==> src/rtl/cordic_rotator.sv <==
// cordic_rotator
//   Iterative rotation-mode CORDIC. Converts a polar pair (theta in degrees,
//   mag) into rectangular form: x_out = mag*cos(theta), y_out = mag*sin(theta).
//   One micro-rotation per clock. The FSM runs IDLE -> LOAD -> ROT (ITER
//   cycles) -> DONE -> IDLE. An out-of-range angle skips ROT and reports
//   range_err.
//
// Ports
//   clk       rising-edge clock
//   rst       synchronous reset, active-low
//   start     request, sampled only in IDLE
//   theta     signed angle, degrees Q16.16, legal range [-180, +180]
//   mag       signed magnitude Q16.16, 0..2^30-1
//   busy      high from the accept edge until done
//   done      one-cycle pulse; results are valid from this cycle on
//   range_err theta of the last completed request was out of range
//   x_out     mag*cos(theta), Q16.16, held until the next done
//   y_out     mag*sin(theta), Q16.16, held until the next done

module cordic_rotator #(
  parameter int ITER = 16,
  parameter int KINV = 652032874
) (
  input  logic               clk,
  input  logic               rst,
  input  logic               start,
  input  logic signed [31:0] theta,
  input  logic signed [31:0] mag,
  output logic               busy,
  output logic               done,
  output logic               range_err,
  output logic signed [31:0] x_out,
  output logic signed [31:0] y_out
);

  typedef enum logic [1:0] {IDLE, LOAD, ROT, DONE} state_t;

  localparam logic signed [31:0] DEG180  = 32'sd11796480;
  localparam logic signed [31:0] DEG90   = 32'sd5898240;
  localparam logic signed [31:0] NDEG180 = -32'sd11796480;
  localparam logic signed [31:0] NDEG90  = -32'sd5898240;

  state_t             state, state_next;
  logic [4:0]         iter_cnt;
  logic signed [31:0] theta_q, mag_q;
  logic signed [33:0] x, y, z;
  logic               neg, err;
  logic               out_of_range;
  logic               dir;

  // arctan(2^-i) in Q16.16 degrees. Entries round to zero beyond i = 22.
  function automatic logic signed [33:0] atan_rom(input logic [4:0] idx);
    logic signed [31:0] v;
    case (idx)
      5'd0:  v = 32'sd2949120;
      5'd1:  v = 32'sd1740967;
      5'd2:  v = 32'sd919879;
      5'd3:  v = 32'sd466945;
      5'd4:  v = 32'sd234379;
      5'd5:  v = 32'sd117304;
      5'd6:  v = 32'sd58666;
      5'd7:  v = 32'sd29335;
      5'd8:  v = 32'sd14668;
      5'd9:  v = 32'sd7334;
      5'd10: v = 32'sd3667;
      5'd11: v = 32'sd1833;
      5'd12: v = 32'sd917;
      5'd13: v = 32'sd458;
      5'd14: v = 32'sd229;
      5'd15: v = 32'sd115;
      5'd16: v = 32'sd57;
      5'd17: v = 32'sd29;
      5'd18: v = 32'sd14;
      5'd19: v = 32'sd7;
      5'd20: v = 32'sd4;
      5'd21: v = 32'sd2;
      5'd22: v = 32'sd1;
      default: v = 32'sd0;
    endcase
    return 34'(v);
  endfunction

  assign out_of_range = (theta_q < NDEG180) || (theta_q > DEG180);

  // Rotate counter-clockwise while the residual angle is non-negative.
  assign dir = ~z[33];

  always_ff @(posedge clk) begin
    if (!rst) state <= IDLE;
    else      state <= state_next;
  end

  always_comb begin
    state_next = state;
    case (state)
      IDLE:    if (start) state_next = LOAD;
      LOAD:    state_next = out_of_range ? DONE : ROT;
      ROT:     if (iter_cnt == 5'(ITER - 1)) state_next = DONE;
      DONE:    state_next = IDLE;
      default: state_next = IDLE;
    endcase
  end

  // The datapath and output registers. theta/mag are captured at accept so
  // the inputs may change afterwards. Angles beyond +/-90 degrees lie outside
  // CORDIC convergence. They are folded by 180 degrees, and the result is
  // negated at the end.
  always_ff @(posedge clk) begin
    if (!rst) begin
      busy      <= 1'b0;
      done      <= 1'b0;
      range_err <= 1'b0;
      x_out     <= '0;
      y_out     <= '0;
      theta_q   <= '0;
      mag_q     <= '0;
      x         <= '0;
      y         <= '0;
      z         <= '0;
      neg       <= 1'b0;
      err       <= 1'b0;
      iter_cnt  <= '0;
    end else begin
      done <= 1'b0;
      case (state)
        IDLE: begin
          if (start) begin
            theta_q <= theta;
            mag_q   <= mag;
            busy    <= 1'b1;
          end
        end
        LOAD: begin
          err <= out_of_range;
          if (theta_q > DEG90) begin
            z   <= 34'(theta_q) - 34'(DEG180);
            neg <= 1'b1;
          end else if (theta_q < NDEG90) begin
            z   <= 34'(theta_q) + 34'(DEG180);
            neg <= 1'b1;
          end else begin
            z   <= 34'(theta_q);
            neg <= 1'b0;
          end
          x        <= 34'((64'(mag_q) * 64'(KINV)) >>> 30);
          y        <= '0;
          iter_cnt <= '0;
        end
        ROT: begin
          if (dir) begin
            x <= x - (y >>> iter_cnt);
            y <= y + (x >>> iter_cnt);
            z <= z - atan_rom(iter_cnt);
          end else begin
            x <= x + (y >>> iter_cnt);
            y <= y - (x >>> iter_cnt);
            z <= z + atan_rom(iter_cnt);
          end
          iter_cnt <= iter_cnt + 5'd1;
        end
        DONE: begin
          done <= 1'b1;
          busy <= 1'b0;
          if (err) begin
            x_out     <= '0;
            y_out     <= '0;
            range_err <= 1'b1;
          end else begin
            x_out     <= neg ? 32'(-x) : 32'(x);
            y_out     <= neg ? 32'(-y) : 32'(y);
            range_err <= 1'b0;
          end
        end
        default: ;
      endcase
    end
  end

endmodule
==> config.mk <==
export PLATFORM = sky130hd
export DESIGN_NAME = cordic_rotator
export DESIGN_NICKNAME = d
export VERILOG_FILES = /design/src/rtl/cordic_rotator.sv
export SDC_FILE = /design/constraint.sdc
export NUM_CORES = 2
export LEC_CHECK = 0
export ABC_AREA = 1
export BUFFER_PORTS_ARGS = -buffer_cell sky130_fd_sc_hd__clkbuf_2
export CORE_ASPECT_RATIO = 1.4
export CORE_MARGIN = 4
export CORE_UTILIZATION = 59
export CTS_BUF_LIST = sky130_fd_sc_hd__clkbuf_16
export DETAILED_ROUTE_END_ITERATION = 7
export PLACE_DENSITY = 0.78
export REMOVE_ABC_BUFFERS = 1
export SLEW_MARGIN = 20
export SYNTH_ARGS = -nofsm -noshare
export SYNTH_HDL_FRONTEND = slang
export SYNTH_SLANG_ARGS = --single-unit
==> constraint.sdc <==
create_clock -name clk -period 7.9 [get_ports clk]
set_clock_uncertainty 0.2 [all_clocks]
set_input_delay 1.58 -clock clk [delete_from_list [all_inputs] [get_ports clk]]
set_output_delay 1.58 -clock clk [all_outputs]
set_load 0.01 [all_outputs]
After elaboration in Yosys (flattened, before gate mapping)
Memories as Yosys holds them, arrays and structs flattened. A register that Yosys moved wholly into a read port is not among the register bits. Index checks and enable logic that the tools add are counted. W data, S select, Z words.

Register bits after elaboration: 242. Bits in latches: 0. Memory bits (writable): 0. ROM bits: 1408. Bits of input ports: 67. Output and inout bits: 67. Logic and storage cells: 80. Memories: 2.

Memories: (name not given) (words 32, bits a word 22, read ports 1, clocked after Yosys merged registers in 1, write ports 0, RTL line 54) `case (idx)`; (name not given) (words 32, bits a word 22, read ports 1, clocked after Yosys merged registers in 1, write ports 0, RTL line 54).

$add $sub $neg: 11. Multiply operators: 1. Div/mod/pow operators: 0. Magnitude comparators: 4. Equality and inequality tests: 6. Shift operators: 2. Multiplexer cells: 33. Bitwise gates (word level): 0. Reductions and logical operators: 7.

Operators by type and width (number): $mux W32 (10); $pmux W34 S2 (3); $mux W34 (5); $add A34 B34 Y34 (2); $sshr A34 B5 Y34 (2); $sub A34 B34 Y34 (2); $neg A32 Y32 (2); $mul A32 B30 Y62 const B (1); $add A34 B32 Y34 (1); $sub A34 B32 Y34 (1); $add A32 B25 Y33 const B (1); $sub A32 B25 Y33 const B (1); $gt A32 B24 Y1 const B (1); $gt A32 B25 Y1 const B (1); $lt A32 B24 Y1 const B (1); $lt A32 B25 Y1 const B (1); $mux W5 (4); $pmux W5 S2 (1); $pmux W2 S4 (1); $mux W1 (6); $reduce_and A2 Y1 (3); $add A5 B1 Y5 const B (1); $eq A5 B4 Y1 const B (1); $eq A2 B2 Y1 const B (2); other kinds (7) (10).

Longest topological paths before layout
Depth in word-level cells: 6. Mapped depth: 35. Depth with buffers taken out: 32.

Worst setup path before layout
OpenSTA, ideal clock, no wires.

Kind: flip-flop to flip-flop. From: reg mag_q[31]. To: reg x[32]. Library setup time: 0.070 ns. Arrival time: 7.335 ns. Setup slack: 0.296 ns. Stages on the path, launching flop included: 24. Path through: dfxtp_1 -> clkbuf_1 -> inv_1 -> clkbuf_1 -> o21ai_0 -> fa_1 -> fa_1 -> fa_1 -> fa_1 -> inv_1 -> fa_1 -> inv_1 -> ha_1 -> a21oi_1 -> inv_1 -> a21oi_1 -> inv_1 -> a21oi_1 -> o21ai_0 -> a21oi_1 -> a21oi_1 -> o21ai_0 -> inv_1 -> a21oi_1.

Word-level cells in the longest chain between the ends: 2.

RTL lines: from (decl) (RTL line 45) `logic signed [31:0] theta_q, mag_q;`; from (signal assigned) (RTL line 129) `mag_q <= mag;`; $mul A32 B30 Y62 (RTL line 145) `x <= 34'((64'(mag_q) * 64'(KINV)) >>> 30);`; $pmux W34 S2 (RTL line 125) `case (state)`; to (signal assigned) (RTL line 145); to (signal assigned) (RTL line 151) `x <= x - (y >>> iter_cnt);`; to (signal assigned) (RTL line 155) `x <= x + (y >>> iter_cnt);`; to (decl) (RTL line 46) `logic signed [33:0] x, y, z;`.

Every way passes these cells. A chain may end at the register's enable or synchronous reset.

Worst setup path in the final report
From: reg mag_q[6]. To: reg x[30].

Same word-level chain as after synthesis.

==> flow_summary.toml <==
[drt]
dr_wl_met2_um = 72200
routedWlPerCell_um = 21.0
drc = 0
drtPass1Iterations = 8
drt-met1-wl_um = 59600
drtIter0Drc = 3522
route.met3.wl_um = 9990
detail-route-antenna-nets = 0
vias = 42500
drt_wl_total_um = 152000
viasPerCell = 5.86
top_layer_used = "met4"

[layout]
num-fill-cells = 6953
drive_gt1_share_pct = 6.01
antenna_cells = 0
final_nets = 7247
stdcell_area_mm2 = 0.0461
areaGrowthSynthToFinish_pct = 5.76
final_cells = 7245

[synthesis]
synthAdderAreaFrac_pct = 33.4
synth-warning-count = 0
synth_area_per_cell_um2 = 6.98
synth_compound_area_share_pct = 15.0
synth_xor_area_share_pct = 4.46
synth_top_family_by_area = "adder cells"
synth_area_mm2 = 0.0436
ys_async_sr_fraction_pct = 0
ys_seq_elements = 264
synth_flop_cell = "dfxtp_1"
synth-seq-area-share_pct = 12.1
synthMuxAreaShare_pct = 0
synth_edf_count = 0
synth_cell_types = 64
syn_inst = 6246
synth_simple_gate_area_share_pct = 22.9

[setup_path]
crit_path_end_kind = "flip-flop"
crit_path_start_kind = "flip-flop"
arrival_ns = 7.82
path_class = "flip-flop to flip-flop"
crit_required_ns = 8.12
cp_max_fo = 9

[floorplan]
core_area_mm2 = 0.0730
fp.dieW_um = 238
die-area_mm2 = 0.0784
fp.dieH_um = 330
initial_utilization_pct = 59.7
pin_count = 134
rows = 117

[sta]
rsz0062_at_grt = "false"
setup_viol = 0
period_needed_ns = 7.61
hold_violations = 0
fmaxAchievable_ghz = 0.131
slew_violations = 0
period_share_pct = 96.3
tns_ns = 0
relSlewSlack_pct = 28.6
tightest_slew_ns = 1.07

[run_status]
outcome = "complete, no violations"

[clocking]
root_buffer = "clkbuf_16"
cts_made_buffers = 34
clk_path_buf_depth = 3
cts.sink_count = 264
clk_pin_slew_ns = 0.06
cts_hold_repair.buffers = 0
cts_tree = "built"
htree_levels = 2
clock_insertion_delay_worst_skew_ns = 0.60

[placed_design]
portBuffers = 133
dp_cells = 7186
place_hpwl_um = 126000
routabilityCongestion = 1.03
place_area_mm2 = 0.0450

[worst_hold_path]
min_path_type = "flip-flop to flip-flop"

[global_routing]
grt_max_degree = 76
grt_pass1_vias = 42100
gr-total-overflow = 0
grt_usage_pct = 38.5
grt_pass1_wl_um = 236000
antenna_found_initial = 1

[job]
maxCapViolCount = 0
[Yosys cell counts, types with 42 or more instances]
cell type,number,share of area (%)
inv_1,1154,9.9
nand2_1,1070,9.2
nand3_1,529,6.1
a21oi_1,520,6.0
ha_1,485,14
nor2_1,456,3.9
fa_1,425,20
o21ai_0,417,4.8
dfxtp_1,264,12
xor2_1,157,3.2
clkbuf_1,118,1.0
a31oi_1,65,0.93
xnor2_1,65,1.3
nor3_1,57,0.65
buf_2,44,0.51
nand4_1,42,0.60
[final timing paths]
check	startpoint	endpoint	cells after the start	slack, ns
worst max-delay path	mag_q[6]	x[30]	27	0.29
worst min-delay path	x_out[4]	x_out[4]	2	0.26
worst max register to register	mag_q[6]	x[30]	27	0.29
worst min register to register	x_out[4]	x_out[4]	2	0.26
[cell type report]
cell class	instances	area, um2	share of cell area (%)
multi-input cells	4614	33100	71.7
flip-flops and latches	264	5300	11.5
inverters	1171	4400	9.55
well taps	952	1190	2.58
repair buffers	185	1060	2.30
clock buffers	35	876	1.90
clock inverters	24	205	0.445
[cells by family (layout without fill, tap and decap cells)]
| kind of cell | Yosys count | in the layout |
|---|---|---|
| simple gates | 2292 | 2292 |
| buf+inv | 1368 | 1415 |
| compound gates | 1190 | 1190 |
| fa+ha+maj | 910 | 910 |
| flops | 264 | 264 |
| xor+xnor | 222 | 222 |
[flip-flops by register name, summed over array words and instances, names as in the netlist, 2 cells and up, named ones only]
name,cells
iter_cnt,5
mag_q,32
state,2
theta_q,32
x,34
x_out,32
y,34
y_out,32
z,34
[metrics by stage]
step	worst slack (ns)	hold slack (ns)	utilization [%]
after floorplan	0.589	0.243	-
after global placement	0.299	0.251	61.6
after detailed placement	0.259	0.254	61.6
after CTS	0.206	0.264	63.1
after global routing	0.0309	0.281	63.1
final	0.293	0.262	63.1
[layer usage]
layer	global-route usage [%]	up-vias
met1	47.3	20100
li1	-	20200
met5	0	-
met2	65.3	1686
met3	4.92	468
met4	21.6	0
[worst max-delay path: stages, from the launching register on]
cell      delay (ns)
dfxtp_1         0.64
ha_1            0.43
xor2_1          0.21
ha_1            0.21
o21bai_1        0.19
xor2_1          0.18
ha_1            0.21
a21oi_1         0.30
fa_1            0.53
inv_1           0.10
fa_1            0.47
fa_1            0.49
fa_1            0.55
inv_1           0.06
fa_1            0.54
inv_1           0.04
ha_1            0.33
nand2_1         0.09
nor2_1          0.18
inv_1           0.08
nor2_1          0.19
nand3_1         0.09
o21ai_0         0.42
nand4_1         0.24
nand2_1         0.15
a21oi_1         0.06
o21ai_0         0.14
a31oi_1         0.12
[placed cells by master, fill, tap and decap left out, types with 18 or more instances in the layout]
master     instances
ha_1             483
o21bai_1          30
a31oi_1           65
nand3b_1          19
o21ai_0          417
dfxtp_1          253
nand4_1           42
nor2_1           455
fa_1             425
or2_2             18
a21o_1            35
nand2_2           29
inv_2             19
clkbuf_2         132
a21oi_1          520
xnor2_1           65
clkbuf_16         35
xor2_1           157
nand3_1          529
buf_4             53
nand3_2           24
inv_1           1156
nand2_1         1069
o211ai_1          26
nor3_1            57
[repair_timing]
item,4_1_cts,5_1_grt
resized for setup,0,8
endpoints found under the setup margin,0,6
buffers inserted,0,0
Power is left out: the tool's default activity adds up to more than one toggle a clock period on the data nets, which glitch-free logic cannot reach.
